--- config.mk ---
export PLATFORM = sky130hd
export DESIGN_NAME = waveform_analyzer_flat
export DESIGN_NICKNAME = d
export VERILOG_FILES = /design/src/rtl/waveform_analyzer_pkg.sv /design/src/rtl/waveform_analyzer_if.sv /design/src/rtl/waveform_analyzer_crossing_detector.sv /design/src/rtl/waveform_analyzer.sv /design/src/flat_wrapper.sv
export SDC_FILE = /design/constraint.sdc
export NUM_CORES = 1
export LEC_CHECK = 0
export BUFFER_PORTS_ARGS = -buffer_cell sky130_fd_sc_hd__buf_2
export CORE_ASPECT_RATIO = 0.6
export CORE_MARGIN = 5
export CORE_UTILIZATION = 35
export DETAILED_ROUTE_END_ITERATION = 10
export SYNTH_ARGS = -nofsm -noshare
export SYNTH_HDL_FRONTEND = slang
export SYNTH_SLANG_ARGS = --single-unit
--- constraint.sdc ---
create_clock -name clk -period 8.8 [get_ports clk]
set_input_delay 1.76 -clock clk [delete_from_list [all_inputs] [get_ports clk]]
set_output_delay 1.76 -clock clk [all_outputs]
set_load 0.05 [all_outputs]
--- src/rtl/waveform_analyzer_pkg.sv ---
`default_nettype none
// ============================================================================
// PKG_WaveformAnalyzer : shared FSM type, default widths and mid-scale helper
// Revision: 1.0
// ============================================================================
package PKG_WaveformAnalyzer;

  localparam int SAMPLE_W = 12;
  localparam int PERIOD_W = 16;
  localparam int HYST     = 64;

  typedef enum logic [1:0] {
    ARM     = 2'd0,
    SEEK    = 2'd1,
    MEASURE = 2'd2
  } state_t;

  function automatic int mid(input int w);
    return 1 << (w - 1);
  endfunction

endpackage
`default_nettype wire

--- src/rtl/waveform_analyzer_if.sv ---
`default_nettype none
// ============================================================================
// waveform_analyzer_if : sample stream in, measurement results out
// Revision: 1.0
// ============================================================================
interface waveform_analyzer_if #(
  parameter int SAMPLE_W = PKG_WaveformAnalyzer::SAMPLE_W,
  parameter int PERIOD_W = PKG_WaveformAnalyzer::PERIOD_W
);
  logic [SAMPLE_W-1:0] sample;
  logic                sample_valid;
  logic [PERIOD_W-1:0] period;
  logic [SAMPLE_W-1:0] min_val;
  logic [SAMPLE_W-1:0] max_val;
  logic                result_valid;
  logic                result_ready;
  logic                no_signal;
  logic                overrun;

  modport master (
    output sample, sample_valid, result_ready,
    input  period, min_val, max_val, result_valid, no_signal, overrun
  );

  modport slave (
    input  sample, sample_valid, result_ready,
    output period, min_val, max_val, result_valid, no_signal, overrun
  );
endinterface
`default_nettype wire

--- src/rtl/waveform_analyzer_crossing_detector.sv ---
`default_nettype none
// ============================================================================
// crossing_detector : hysteresis comparator around mid-scale with level flag
// Revision: 1.0
// ============================================================================
module crossing_detector #(
  parameter int SAMPLE_W = PKG_WaveformAnalyzer::SAMPLE_W,
  parameter int HYST     = PKG_WaveformAnalyzer::HYST
) (
  input  logic                clk,
  input  logic                rst,
  input  logic [SAMPLE_W-1:0] i_sample,
  input  logic                i_valid,
  output logic                o_is_high,
  output logic                o_is_low,
  output logic                o_level
);
  import PKG_WaveformAnalyzer::*;

  localparam logic [SAMPLE_W-1:0] c_TH_HI = SAMPLE_W'(mid(SAMPLE_W) + HYST);
  localparam logic [SAMPLE_W-1:0] c_TH_LO = SAMPLE_W'(mid(SAMPLE_W) - HYST);

  logic r_level;

  assign o_is_high = (i_sample >= c_TH_HI);
  assign o_is_low  = (i_sample <  c_TH_LO);
  assign o_level   = r_level;

  // Samples inside the dead band leave the level untouched.
  always_ff @(posedge clk or posedge rst) begin
    if (rst) begin
      r_level <= 1'b0;
    end else if (i_valid) begin
      if (o_is_high) begin
        r_level <= 1'b1;
      end else if (o_is_low) begin
        r_level <= 1'b0;
      end
    end
  end

endmodule
`default_nettype wire

--- src/rtl/waveform_analyzer.sv ---
`default_nettype none
// ============================================================================
// waveform_analyzer : per-period length and min/max of a 12-bit sample stream
// Revision: 1.0
// ============================================================================
module waveform_analyzer #(
  parameter int SAMPLE_W = PKG_WaveformAnalyzer::SAMPLE_W,
  parameter int PERIOD_W = PKG_WaveformAnalyzer::PERIOD_W,
  parameter int HYST     = PKG_WaveformAnalyzer::HYST
) (
  input  logic              clk,
  input  logic              rst,
  waveform_analyzer_if.slave bus
);
  import PKG_WaveformAnalyzer::*;

  state_t              r_state;
  logic [PERIOD_W-1:0] r_cnt;
  logic [SAMPLE_W-1:0] r_min;
  logic [SAMPLE_W-1:0] r_max;
  logic [PERIOD_W-1:0] r_period;
  logic [SAMPLE_W-1:0] r_min_val;
  logic [SAMPLE_W-1:0] r_max_val;
  logic                r_result_valid;
  logic                r_no_signal;
  logic                r_overrun;

  logic w_is_high;
  logic w_is_low;
  logic w_level;
  logic w_cross;
  logic w_result;
  logic w_timeout;

  crossing_detector #(
    .SAMPLE_W (SAMPLE_W),
    .HYST     (HYST)
  ) u_crossing_detector (
    .clk       (clk),
    .rst       (rst),
    .i_sample  (bus.sample),
    .i_valid   (bus.sample_valid),
    .o_is_high (w_is_high),
    .o_is_low  (w_is_low),
    .o_level   (w_level)
  );

  // The first high sample in SEEK also counts as a crossing so it cannot time out.
  assign w_cross   = w_is_high && ((r_state == SEEK) || ((r_state == MEASURE) && !w_level));
  assign w_result  = bus.sample_valid && w_is_high && (r_state == MEASURE) && !w_level;
  assign w_timeout = bus.sample_valid && !w_cross && (r_cnt == {PERIOD_W{1'b1}});

  always_ff @(posedge clk or posedge rst) begin
    if (rst) begin
      r_state        <= ARM;
      r_cnt          <= '0;
      r_min          <= '0;
      r_max          <= '0;
      r_period       <= '0;
      r_min_val      <= '0;
      r_max_val      <= '0;
      r_result_valid <= 1'b0;
      r_no_signal    <= 1'b0;
      r_overrun      <= 1'b0;
    end else begin
      r_no_signal <= 1'b0;

      // A new result may replace one that is being accepted on this same edge.
      if (w_result) begin
        if (!r_result_valid || bus.result_ready) begin
          r_period       <= r_cnt + 1'b1;
          r_min_val      <= r_min;
          r_max_val      <= r_max;
          r_result_valid <= 1'b1;
        end else begin
          r_overrun <= 1'b1;
        end
      end else if (bus.result_ready) begin
        r_result_valid <= 1'b0;
      end

      if (bus.sample_valid) begin
        if (w_timeout) begin
          r_no_signal <= 1'b1;
          r_cnt       <= '0;
          r_min       <= '0;
          r_max       <= '0;
          r_state     <= ARM;
        end else begin
          case (r_state)
            ARM: begin
              r_cnt <= r_cnt + 1'b1;
              if (w_is_low) begin
                r_state <= SEEK;
              end
            end
            SEEK: begin
              if (w_is_high) begin
                r_cnt   <= '0;
                r_min   <= bus.sample;
                r_max   <= bus.sample;
                r_state <= MEASURE;
              end else begin
                r_cnt <= r_cnt + 1'b1;
              end
            end
            MEASURE: begin
              if (w_cross) begin
                r_cnt <= '0;
                r_min <= bus.sample;
                r_max <= bus.sample;
              end else begin
                r_cnt <= r_cnt + 1'b1;
                if (bus.sample < r_min) begin
                  r_min <= bus.sample;
                end
                if (bus.sample > r_max) begin
                  r_max <= bus.sample;
                end
              end
            end
            default: begin
              r_state <= ARM;
            end
          endcase
        end
      end
    end
  end

  assign bus.period       = r_period;
  assign bus.min_val      = r_min_val;
  assign bus.max_val      = r_max_val;
  assign bus.result_valid = r_result_valid;
  assign bus.no_signal    = r_no_signal;
  assign bus.overrun      = r_overrun;

endmodule
`default_nettype wire

--- src/flat_wrapper.sv ---
// flat-port wrapper written by rule: the top's interface ports become plain ports
module waveform_analyzer_flat import PKG_WaveformAnalyzer::*;
#(
  parameter int SAMPLE_W = PKG_WaveformAnalyzer::SAMPLE_W,
  parameter int PERIOD_W = PKG_WaveformAnalyzer::PERIOD_W,
  parameter int HYST     = PKG_WaveformAnalyzer::HYST
)
  (clk, rst, bus_sample, bus_sample_valid, bus_result_ready, bus_period, bus_min_val, bus_max_val, bus_result_valid, bus_no_signal, bus_overrun);
  waveform_analyzer_if #(.SAMPLE_W(SAMPLE_W), .PERIOD_W(PERIOD_W)) bus_i ();
  input  logic clk;
  input  logic rst;
  input wire logic [$bits(bus_i.sample)-1:0] bus_sample;
  input wire logic [$bits(bus_i.sample_valid)-1:0] bus_sample_valid;
  input wire logic [$bits(bus_i.result_ready)-1:0] bus_result_ready;
  output wire logic [$bits(bus_i.period)-1:0] bus_period;
  output wire logic [$bits(bus_i.min_val)-1:0] bus_min_val;
  output wire logic [$bits(bus_i.max_val)-1:0] bus_max_val;
  output wire logic [$bits(bus_i.result_valid)-1:0] bus_result_valid;
  output wire logic [$bits(bus_i.no_signal)-1:0] bus_no_signal;
  output wire logic [$bits(bus_i.overrun)-1:0] bus_overrun;
  assign bus_i.sample = bus_sample;
  assign bus_i.sample_valid = bus_sample_valid;
  assign bus_i.result_ready = bus_result_ready;
  assign bus_period = bus_i.period;
  assign bus_min_val = bus_i.min_val;
  assign bus_max_val = bus_i.max_val;
  assign bus_result_valid = bus_i.result_valid;
  assign bus_no_signal = bus_i.no_signal;
  assign bus_overrun = bus_i.overrun;
  waveform_analyzer #(.SAMPLE_W(SAMPLE_W), .PERIOD_W(PERIOD_W), .HYST(HYST)) u_core (.clk(clk), .rst(rst), .bus(bus_i));
endmodule
==> flow_summary.html <==
<table>
<tr><th>Metric</th><th>Value</th></tr>
<tr><th colspan="2">Synthesis</th></tr>
<tr><td>Yosys top cell area share</td><td>0.493</td></tr>
<tr><td>Post-synthesis cell count</td><td>slightly above 400</td></tr>
<tr><td>Top FF cell, synth</td><td>dfrtp_1</td></tr>
<tr><td>Synth unique cells</td><td>between 40 and 50</td></tr>
<tr><td>Top cells by area in the synthesized netlist</td><td>dfrtp_1, ha_1, mux2_2</td></tr>
<tr><td>Mean area per synthesized cell</td><td>between 10 and 15 sq um</td></tr>
<tr><td>Post-Syn Nets</td><td>between 400 and 500</td></tr>
<tr><td>Share of synthesized flip-flops with an asynchronous set or reset</td><td>1.00</td></tr>
<tr><td>Flops &amp; latches, synth</td><td>86</td></tr>
<tr><td>Library cell with the largest summed area after synthesis</td><td>dfrtp_1</td></tr>
<tr><td>Yosys warning count</td><td>0</td></tr>
<tr><td>Post-synthesis cell area</td><td>roughly 4400 sq um</td></tr>
<tr><td>Sequential share of the synthesized area</td><td>0.493</td></tr>
<tr><td>Post-synth EDFFs</td><td>0</td></tr>
<tr><th colspan="2">CTS</th></tr>
<tr><td>Cell at the root of the clock tree</td><td>clkbuf_16</td></tr>
<tr><td>H-tree lvl count</td><td>3</td></tr>
<tr><td>Post-cts hold buffer count</td><td>0</td></tr>
<tr><td>CTS max path bufs</td><td>2</td></tr>
<tr><td>Number of resized instances in the post-cts repair step</td><td>0</td></tr>
<tr><td>TritonCTS clock tree</td><td>done</td></tr>
<tr><td>Clock insertion delay at the later pin of the skew report</td><td>approximately 0.34 ns</td></tr>
<tr><td>Number of clock sinks</td><td>86</td></tr>
<tr><td>Clock transition at the registers of the reported paths</td><td>~0.06 ns</td></tr>
<tr><td>Total CTS buffers</td><td>9</td></tr>
<tr><td>Post-CTS repair timing setup buffer count</td><td>0</td></tr>
<tr><th colspan="2">Die</th></tr>
<tr><td>Number of rows in the core area</td><td>31</td></tr>
<tr><td>Standard cell core area</td><td>roughly 12000 sq um</td></tr>
<tr><td>Horiz. Die Dim</td><td>approximately 150 microns</td></tr>
<tr><td>Number of top-level pins</td><td>about 60</td></tr>
<tr><td>Initial Util</td><td>0.360</td></tr>
<tr><td>Total die area</td><td>about 15000 sq um</td></tr>
<tr><td>Vertical extent of the die</td><td>roughly 97 microns</td></tr>
<tr><th colspan="2">Cells and area</th></tr>
<tr><td>Leading cell types in the layout, fill and taps excluded</td><td>dfrtp_1, buf_2, inv_1</td></tr>
<tr><td>Layout net count</td><td>~500</td></tr>
<tr><td>Layout area overhead</td><td>17.6%</td></tr>
<tr><td>Diode insertion count for antenna repair</td><td>0</td></tr>
<tr><td>Leading cell type in the layout, fill and taps excluded</td><td>dfrtp_1</td></tr>
<tr><td>Fraction of final layout cells with drive strength greater than 1</td><td>0.239</td></tr>
<tr><th colspan="2">Worst setup path</th></tr>
<tr><td>Endpoint kind of the worst setup timing path</td><td>flop</td></tr>
<tr><td>Data arrival time of the critical path</td><td>a little under 4 ns</td></tr>
<tr><td>Highest fanout seen on the critical path</td><td>12</td></tr>
<tr><td>Library cell appearing most often on the critical path</td><td>a21o_1</td></tr>
<tr><td>Endpoint required time on the critical path</td><td>~9.0 ns</td></tr>
<tr><td>Cell depth of the worst flop-to-flop path</td><td>7</td></tr>
<tr><td>Crit-path max cell delay</td><td>just under 0.5 ns</td></tr>
<tr><td>Startpoint type of the worst setup path</td><td>primary input</td></tr>
<tr><td>Critical path, cell by cell</td><td>buf_2 -&gt; ha_1 -&gt; a21o_1 -&gt; a21o_1 -&gt; a21o_1 -&gt; o31ai_2 -&gt; nand2_1 -&gt; a32o_1</td></tr>
<tr><td>Reg-to-reg setup timing slack</td><td>around 6.1 ns</td></tr>
<tr><td>Slowest cell on the critical path</td><td>o31ai_2</td></tr>
<tr><td>Critical path class</td><td>primary input to flop</td></tr>
<tr><td>Launch instance of the worst register-to-register path</td><td>u_core.r_cnt[0]</td></tr>
<tr><td>Endpoint of the worst register-to-register path</td><td>u_core.r_max[9]</td></tr>
<tr><th colspan="2">Run status</th></tr>
<tr><td>Run status</td><td>finished, final reports clean</td></tr>
<tr><th colspan="2">Global routing</th></tr>
<tr><td>M3 GR Usage</td><td>0.0369</td></tr>
<tr><td>First-pass GRT wire length</td><td>16.6 mm</td></tr>
<tr><td>Largest net degree at the start of global routing</td><td>56</td></tr>
<tr><td>Via count of the first global-routing pass</td><td>3071</td></tr>
<tr><td>Met2 Usage GRT</td><td>0.181</td></tr>
<tr><td>Met1 Use GR</td><td>0.228</td></tr>
<tr><td>Antenna violations before repair</td><td>0</td></tr>
<tr><td>Remaining global-route overflow</td><td>0</td></tr>
<tr><td>Layer with the highest usage</td><td>met1</td></tr>
<tr><td>Gr usage total</td><td>0.143</td></tr>
<tr><th colspan="2">STA</th></tr>
<tr><td>Achievable frequency</td><td>267 MHz</td></tr>
<tr><td>Endpoints failing setup</td><td>0</td></tr>
<tr><td>RSZ-0062 raised after global routing</td><td>no</td></tr>
<tr><td>Fin Setup TNS</td><td>0 ns</td></tr>
<tr><td>Max-slew violation count</td><td>0</td></tr>
<tr><td>Worst rel slew slack</td><td>0.522</td></tr>
<tr><td>Clock skew after layout</td><td>between 0.007 and 0.008 ns</td></tr>
<tr><td>Hold Worst Slack</td><td>slightly below 0.5 ns</td></tr>
<tr><td>Final Critical Period</td><td>roughly 3.7 ns</td></tr>
<tr><td>Crit share post-route</td><td>0.426</td></tr>
<tr><td>Worst-Margin Slew</td><td>0.717 ns</td></tr>
<tr><td>Final Hold Vio Count</td><td>0</td></tr>
<tr><th colspan="2">Run</th></tr>
<tr><td>Maximum capacitance violations</td><td>0</td></tr>
<tr><th colspan="2">Hold path</th></tr>
<tr><td>Destination of the worst hold path</td><td>u_core.bus.overrun</td></tr>
<tr><td>Path type of the worst min-delay path</td><td>flop to flop</td></tr>
<tr><td>Worst Hold Path Cells</td><td>1</td></tr>
<tr><td>Hold Crit Start</td><td>u_core.bus.overrun</td></tr>
<tr><th colspan="2">Power and ir drop</th></tr>
<tr><td>PD cells</td><td>approximately 360 nW/um^2</td></tr>
<tr><td>Max rail drop VDD</td><td>between 0.0001 and 0.00015 V</td></tr>
<tr><td>Leakage power</td><td>2.47 nW</td></tr>
<tr><th colspan="2">Place</th></tr>
<tr><td>Routability-driven placement congestion ratio</td><td>around 0.84</td></tr>
<tr><td>Count of buffers inserted at the top-level ports</td><td>58</td></tr>
<tr><td>Detailed Place HPWL</td><td>7.39 mm</td></tr>
<tr><th colspan="2">Routing</th></tr>
<tr><td>Number of iterations in the first detailed-routing pass</td><td>4</td></tr>
<tr><td>Initial detailed-routing violation count</td><td>245</td></tr>
<tr><td>Via density per instance</td><td>around 5.2</td></tr>
<tr><td>Mean routed wirelength per cell</td><td>between 15 and 20 microns</td></tr>
<tr><td>Via count</td><td>roughly 3.2k</td></tr>
<tr><td>Total DRC errors in the routed layout</td><td>0</td></tr>
<tr><td>Number of nets with antenna violations after detailed routing</td><td>0</td></tr>
<tr><td>Total Wirelength</td><td>between 10 and 15 mm</td></tr>
</table>
==> synth_stat cells (2+ instances only) <==
master	instances
xnor2_1	8
a32o_1	11
xor2_1	6
a21o_1	6
nand4_1	8
a221o_1	2
a21oi_1	22
o21ai_0	16
dfrtp_1	86
o21ai_1	4
nand2b_1	4
ha_1	28
nand3_1	13
mux2_2	27
a2111oi_0	2
o31ai_1	5
buf_6	2
nor2_1	21
a22o_1	16
inv_1	34
nor2b_1	3
a31oi_1	7
or3_1	3
and3_1	5
clkbuf_1	10
buf_2	8
a211o_1	2
nand2_1	26
==> metrics by stage <==
stage | setup WS (ns) | power, mW | instances | area (sq um) | utilization
floorplan | 4.82 | 1.22 | 404 | 4370 | -
global placement | 4.78 | 1.39 | 609 | 4790 | 0.395
detailed placement | 4.75 | 1.41 | 609 | 4790 | 0.395
CTS | 5.10 | 1.86 | 625 | 5140 | 0.423
global route | 4.98 | 1.96 | 625 | 5140 | 0.423
finish | 5.05 | 1.84 | 625 | 5140 | 0.423
==> critical path, delay by kind of cell <==
family	cells	cell delay, ns
AND/OR/NAND/NOR	1	0.43
AO/OA/AOI/OAI	5	1.33
buffers and inverters	1	0.15
adder cells (fa/ha/maj)	1	0.32
==> worst max path at each step <==
stage               slack, ns  cells past startpoint           from                    end
finish                   5.05                      8  bus_sample[9]        u_core.r_min[1]
global route             4.98                      8  bus_sample[9]        u_core.r_min[1]
CTS                      5.10                      8  bus_sample[2]        u_core.r_max[9]
detailed placement       4.75                      8  bus_sample[9]        u_core.r_min[5]
global placement         4.78                      8  bus_sample[2]        u_core.r_max[9]
floorplan                4.82                      1            rst  u_core.bus.max_val[0]
==> registers in the layout (all words and copies together) (netlist names) <==
signal	flops
u_core.bus.period	16
u_core.r_min	12
u_core.bus.max_val	12
u_core.bus.no_signal	1
u_core.r_state	2
u_core.u_crossing_detector.o_level	1
u_core.r_max	12
u_core.bus.min_val	12
u_core.r_cnt	16
u_core.bus.overrun	1
u_core.bus.result_valid	1
==> power breakdown <==
part           internal (mW)  switching (mW)  leakage, nW
combinational          0.256           0.520         1.19
clock                  0.286           0.158        0.166
sequential             0.529          0.0932         1.11
==> logic make-up (layout without fill, tap and decap cells) <==
| kind of cell | Yosys count | after routing | share of synthesized area |
|---|---|---|---|
| xor gates and xnor gates | 14 | 14 | 0.0281 |
| buffers and inverters | 55 | 111 | 0.0538 |
| adders and majority gates | 28 | 28 | 0.0802 |
| and+or+nand+nor | 91 | 91 | 0.103 |
| AOI/OAI and AO/OA | 102 | 102 | 0.170 |
| muxes | 28 | 28 | 0.0719 |
| DFF | 86 | 86 | 0.493 |
==> final cells by class <==
| cell class | instances | area [sq um] |
|---|---|---|
| multi-input combinational | 263 | 1990 |
| fill | 1150 | 7000 |
| tap | 165 | 206 |
| clock buffer | 11 | 243 |
| clock inverter | 5 | 106 |
| sequential | 86 | 2150 |
| timing repair buffer | 61 | 313 |
| inverter | 34 | 129 |
==> layer usage <==
metal	routed length [microns]	vias to the layer above
li1	-	1561
met5	0	-
met3	755	10
met4	110	0
met1	5440	1551
met2	3840	101
Note: power is estimated with default switching activity, not from simulation.
